$ cat src/rtl/conv_encoder_if.sv
// Handshake bundle for the convolutional encoder: serial bit input and packed codeword output.
// master drives message bits and accepts codewords; slave is the encoder.
interface conv_encoder_if;
    logic       in_valid;
    logic       in_ready;
    logic       in_bit;
    logic       in_last;
    logic       cw_valid;
    logic       cw_ready;
    logic [7:0] codeword;
    logic       cw_last;

    modport master (
        output in_valid, in_bit, in_last, cw_ready,
        input  in_ready, cw_valid, codeword, cw_last
    );

    modport slave (
        input  in_valid, in_bit, in_last, cw_ready,
        output in_ready, cw_valid, codeword, cw_last
    );
endinterface

$ cat src/rtl/conv_encoder.sv
// Rate-1/2, K=3 convolutional encoder packing four trellis steps per 8-bit codeword,
// with two zero tail steps and zero padding closing every frame.
//
// state  | meaning
// -------+------------------------------------------------------------
// ACCEPT | taking message bits, one trellis step per accepted bit
// FLUSH  | inserting tail/padding steps (u = 0) until the codeword fills
// HOLD   | codeword complete, waiting for downstream to take it
module conv_encoder #(
    parameter logic [2:0] G0 = 3'b111,
    parameter logic [2:0] G1 = 3'b101
) (
    input logic          clk,
    input logic          rst_n,
    conv_encoder_if.slave bus
);

    typedef enum logic [1:0] {ACCEPT, FLUSH, HOLD} state_t;

    state_t     state, state_nxt;
    logic [1:0] sr;
    logic [1:0] step;
    logic [1:0] tail;
    logic [1:0] tail_nxt;
    logic [7:0] cw_q;
    logic       cw_last_q;
    logic       end_pending;
    logic       do_step;
    logic       u;
    logic       in_ready;
    logic       cw_valid;
    logic       hold_done;
    logic [2:0] v;
    logic       c0, c1;

    assign v        = {u, sr[0], sr[1]};
    assign c0       = ^(v & G0);
    assign c1       = ^(v & G1);
    assign tail_nxt = (tail != 2'd0) ? tail - 2'd1 : 2'd0;

    assign bus.in_ready = in_ready;
    assign bus.cw_valid = cw_valid;
    assign bus.codeword = cw_q;
    assign bus.cw_last  = cw_last_q;

    always_ff @(posedge clk or negedge rst_n) begin
        if (!rst_n) state <= ACCEPT;
        else        state <= state_nxt;
    end

    always_comb begin
        state_nxt = state;
        do_step   = 1'b0;
        u         = 1'b0;
        in_ready  = 1'b0;
        cw_valid  = 1'b0;
        hold_done = 1'b0;
        case (state)
            ACCEPT: begin
                in_ready = 1'b1;
                if (bus.in_valid) begin
                    do_step = 1'b1;
                    u       = bus.in_bit;
                    if (step == 2'd3)    state_nxt = HOLD;
                    else if (bus.in_last) state_nxt = FLUSH;
                end
            end
            FLUSH: begin
                do_step = 1'b1;
                if (step == 2'd3) state_nxt = HOLD;
            end
            HOLD: begin
                cw_valid = 1'b1;
                if (bus.cw_ready) begin
                    hold_done = 1'b1;
                    if (cw_last_q)           state_nxt = ACCEPT;
                    else if (tail != 2'd0)   state_nxt = FLUSH;
                    else                     state_nxt = ACCEPT;
                end
            end
            default: state_nxt = ACCEPT;
        endcase
    end

    always_ff @(posedge clk or negedge rst_n) begin
        if (!rst_n) begin
            sr          <= 2'd0;
            step        <= 2'd0;
            tail        <= 2'd0;
            cw_q        <= 8'h00;
            cw_last_q   <= 1'b0;
            end_pending <= 1'b0;
        end else begin
            if (do_step) begin
                cw_q[{step, 1'b0}] <= c0;
                cw_q[{step, 1'b1}] <= c1;
                sr                 <= {sr[0], u};
                step               <= step + 2'd1;
            end
            if (state == ACCEPT && bus.in_valid && bus.in_last) begin
                tail        <= 2'd2;
                end_pending <= 1'b1;
            end
            if (state == FLUSH) begin
                tail <= tail_nxt;
                // Frame ends in the codeword that this step completes once the tail is spent.
                if (step == 2'd3 && tail_nxt == 2'd0 && end_pending)
                    cw_last_q <= 1'b1;
            end
            if (hold_done) begin
                cw_q <= 8'h00;
                if (cw_last_q) begin
                    cw_last_q   <= 1'b0;
                    end_pending <= 1'b0;
                    sr          <= 2'd0;
                end
            end
        end
    end

endmodule

$ cat src/flat_wrapper.sv
// flat-port wrapper written by rule: the top's interface ports become plain ports
module conv_encoder_flat 
#(
    parameter logic [2:0] G0 = 3'b111,
    parameter logic [2:0] G1 = 3'b101
)
  (clk, rst_n, bus_in_valid, bus_in_bit, bus_in_last, bus_cw_ready, bus_in_ready, bus_cw_valid, bus_codeword, bus_cw_last);
  conv_encoder_if bus_i ();
  input logic clk;
  input logic rst_n;
  input wire logic [$bits(bus_i.in_valid)-1:0] bus_in_valid;
  input wire logic [$bits(bus_i.in_bit)-1:0] bus_in_bit;
  input wire logic [$bits(bus_i.in_last)-1:0] bus_in_last;
  input wire logic [$bits(bus_i.cw_ready)-1:0] bus_cw_ready;
  output wire logic [$bits(bus_i.in_ready)-1:0] bus_in_ready;
  output wire logic [$bits(bus_i.cw_valid)-1:0] bus_cw_valid;
  output wire logic [$bits(bus_i.codeword)-1:0] bus_codeword;
  output wire logic [$bits(bus_i.cw_last)-1:0] bus_cw_last;
  assign bus_i.in_valid = bus_in_valid;
  assign bus_i.in_bit = bus_in_bit;
  assign bus_i.in_last = bus_in_last;
  assign bus_i.cw_ready = bus_cw_ready;
  assign bus_in_ready = bus_i.in_ready;
  assign bus_cw_valid = bus_i.cw_valid;
  assign bus_codeword = bus_i.codeword;
  assign bus_cw_last = bus_i.cw_last;
  conv_encoder #(.G0(G0), .G1(G1)) u_core (.clk(clk), .rst_n(rst_n), .bus(bus_i));
endmodule
$ cat config.mk
export PLATFORM = sky130hd
export DESIGN_NAME = conv_encoder_flat
export DESIGN_NICKNAME = d
export VERILOG_FILES = /design/src/rtl/conv_encoder_if.sv /design/src/rtl/conv_encoder.sv /design/src/flat_wrapper.sv
export SDC_FILE = /design/constraint.sdc
export NUM_CORES = 1
export LEC_CHECK = 0
export CAP_MARGIN = 20
export CELL_PAD_IN_SITES_DETAIL_PLACEMENT = 1
export CELL_PAD_IN_SITES_GLOBAL_PLACEMENT = 1
export CORE_ASPECT_RATIO = 0.75
export CORE_UTILIZATION = 39
export CTS_CLUSTER_SIZE = 24
export DETAILED_ROUTE_END_ITERATION = 10
export MAX_ROUTING_LAYER = met4
export PLACE_DENSITY = 0.75
export SYNTH_ARGS = -nofsm -noshare
export SYNTH_HDL_FRONTEND = slang
export SYNTH_SLANG_ARGS = --single-unit
$ cat constraint.sdc
create_clock -name clk -period 1.55 [get_ports clk]
set_input_delay 0.31 -clock clk [delete_from_list [all_inputs] [get_ports clk]]
set_output_delay 0.31 -clock clk [all_outputs]
set_load 0.05 [all_outputs]
==> run metrics <==
status finished with violations; failing checks design-rule violations; Worst-path clk slew 0.10 ns; Synth Warn # 0; top cells by count, synth dfrtp_1 (18), nand2_1 (11), a21oi_1 (8); antenna-violating nets left 0; CP Class reg -> out; Design Power 3.35 mW; DP Cell Count 136; Tightest Pin Transition 0.319 ns; layout cell share with drive strength beyond 1 25.7%; nets@finish 121; part of the Yosys area used for sequential elements 49.0%; Final Hold Fails 0; RePlAce Congestion 0.770; CTS tree yes; quantity of hold-fixing buffers added after cts 0; Initial Utilization 43.4%; Synth top area share 49.0%; cells along the critical path buf_4 -> and2b_4 -> buf_12; Slowest-stage cell, CP dfrtp_1; Post-synth EDFFs 0; Core Area 2120 um2; critical path required time 1.24 ns; Starting DRT DRC Count 16; Hold Path Class in -> async; crit start category flop; number of global-route vias before repair 789; detailed placement HPWL 1860 um; slew margin rel. 78.7%; CTS Sinks 18; Buf/Inv on CP 2; VDD IR max 1.29 mV; Die H 44.1 um; # fillers 224; DR vias 754; Leak Pwr 0.589 nW; 1st-pass router iterations 7; max-cap violations 0; post-layout instance count excluding filler cells 141; drt drc 1; ranking of synthesized cells by area dfrtp_1 (49%), ha_1 (5.4%), mux2i_1 (5.4%); met1 Resource Use GR 28.9%; routing usage on met3 6.14%; htree depth 1; number of CTS-inserted buffers 3; synth-to-layout area growth 40.8%; final period utilization 96.7%; Max Fanout on Critical Path 9; Post-Syn Area per Cell 10.7 um2; Row Count 14; largest net degree at the start of global routing 19; total track usage 22.4%; clk_lat worst skew 0.29 ns; CTS max path bufs 2; chip width 58.1 um; Netlist cell types 30; Max Transition Viols Final 0; Max Fclk 0.667 GHz; CP max stage delay 0.39 ns; initial antenna violation count 0; crit path capture type output pin; Syn Inst Count 86; # setup viols final 0; worst path arrival time 1.19 ns; post-synth top area cell dfrtp_1; CTS Root Cell clkbuf_4; first-pass GRT wire length 3940 um; grt peak-use layer met2; ys async rst share 100%; wire per inst 17.5 um; FF-to-FF setup slack 0.17 ns; GRT Residual Overflow 0; min cycle time layout 1.50 ns; Mapped Area 920 um2; Power Dens Cells 2590 nW/um2; IO Pins 17; count leader, synth dfrtp_1; ANT cells 0; WL final 2470 um; port bufs 16; Synth Flop Type dfrtp_1; M2 GR Usage 35.9%; Die ar. 2560 um2; cell family with most CP delay flip-flops; via/cell ratio 5.35; Worst Skew 0.00335 ns; Post-Syn Nets 96; RSZ-0062 raised after global routing false; #FFs+latches synth 18
## final timing paths
kind	start	endpoint	cells past startpoint
max in group asynchronous	rst_n	u_core.bus.codeword[2]$_DFFE_PN0P_	2
min in group clk	u_core.tail[0]$_DFFE_PN0P_	u_core.tail[0]$_DFFE_PN0P_	1
min	rst_n	u_core.step[0]$_DFFE_PN0P_	2
min reg2reg	u_core.tail[0]$_DFFE_PN0P_	u_core.tail[0]$_DFFE_PN0P_	1
max reg2reg	u_core.state[0]$_DFFE_PN0P_	u_core.bus.codeword[5]$_DFFE_PN0P_	4
max	u_core.state[1]$_DFFE_PN0P_	bus_cw_valid	3
## registers in the layout, indices dropped and copies added, names as in the netlist
register,cells
u_core.state,2
u_core.bus.codeword,8
u_core.end_pending,1
u_core.bus.cw_last,1
u_core.tail,2
u_core.step,2
u_core.sr,2
## stage by stage
step                      setup WS (ns)  TNS (ns)  hold WS (ns)  util, %  instance area (um2)
after floorplan                   0.181         0        0.0144        -                  922
after global placement          -0.0154   -0.0154         0.495     59.1                 1250
after detailed placement        -0.0353   -0.0732         0.516     59.1                 1250
after CTS                        0.0202         0         0.340     60.5                 1280
after global routing             0.0110         0         0.325     61.1                 1290
final                            0.0514         0         0.335     61.1                 1290
## worst register-to-register path, stage by stage, from the launching register on
cell and delay (ns):
dfrtp_1 0.42, buf_4 0.15, and4bb_4 0.32, xnor2_2 0.10
a311oi_1 0.30
## kinds of logic (layout without fill, tap and decap cells)
family / count (synthesis) / after routing / share of synthesized area [%]
mux: 5 / 5 / 5.44
compound gates: 26 / 26 / 18.6
flops: 18 / 18 / 49.0
fa+ha+maj: 4 / 4 / 5.44
buf+inv: 9 / 32 / 5.17
simple gates: 20 / 20 / 11.7
xor+xnor: 4 / 4 / 4.63
## layout by cell type (no fill, tap or decap), types with 2 or more instances in the layout
| master | count |
|---|---|
| a21oi_1 | 8 |
| a311oi_1 | 4 |
| a31oi_1 | 2 |
| buf_12 | 11 |
| buf_4 | 9 |
| clkbuf_4 | 3 |
| clkdlybuf4s50_1 | 5 |
| dfrtp_1 | 18 |
| ha_1 | 4 |
| inv_1 | 4 |
| mux2i_1 | 5 |
| nand2_1 | 11 |
| nand3b_1 | 2 |
| o21ai_0 | 5 |
| xnor2_1 | 2 |
## final cells by class
class                      count  area, um2  area share, %
sequential                    18        450           34.8
tap                           32       40.0           3.09
multi-input combinational     59        429           33.1
timing repair buffer          25        338           26.1
clock buffer                   3       22.5           1.74
inverter                       4       15.0           1.16
## layer usage
metal,share of wire (%),vias up
met5,0,-
met2,48,13
li1,-,352
met1,48,387
met3,3.6,2
met4,0.53,0
## where the power goes
| part | internal (mW) | switching, mW | leakage, nW |
|---|---|---|---|
| Sequential | 0.688 | 0.248 | 0.222 |
| Clock | 0.0906 | 0.142 | 0.0138 |
| Combinational | 1.03 | 1.16 | 0.354 |
| Total | 1.81 | 1.55 | 0.589 |
## what timing repair did
| action | 4_1_cts | 5_1_grt |
|---|---|---|
| hold endpoints to repair | 0 | 0 |
| setup endpoints to repair | 1 | 2 |
| resized for setup | 0 | 1 |
| setup buffers | 1 | 1 |
No activity file was read; power rests on OpenSTA's default activity.
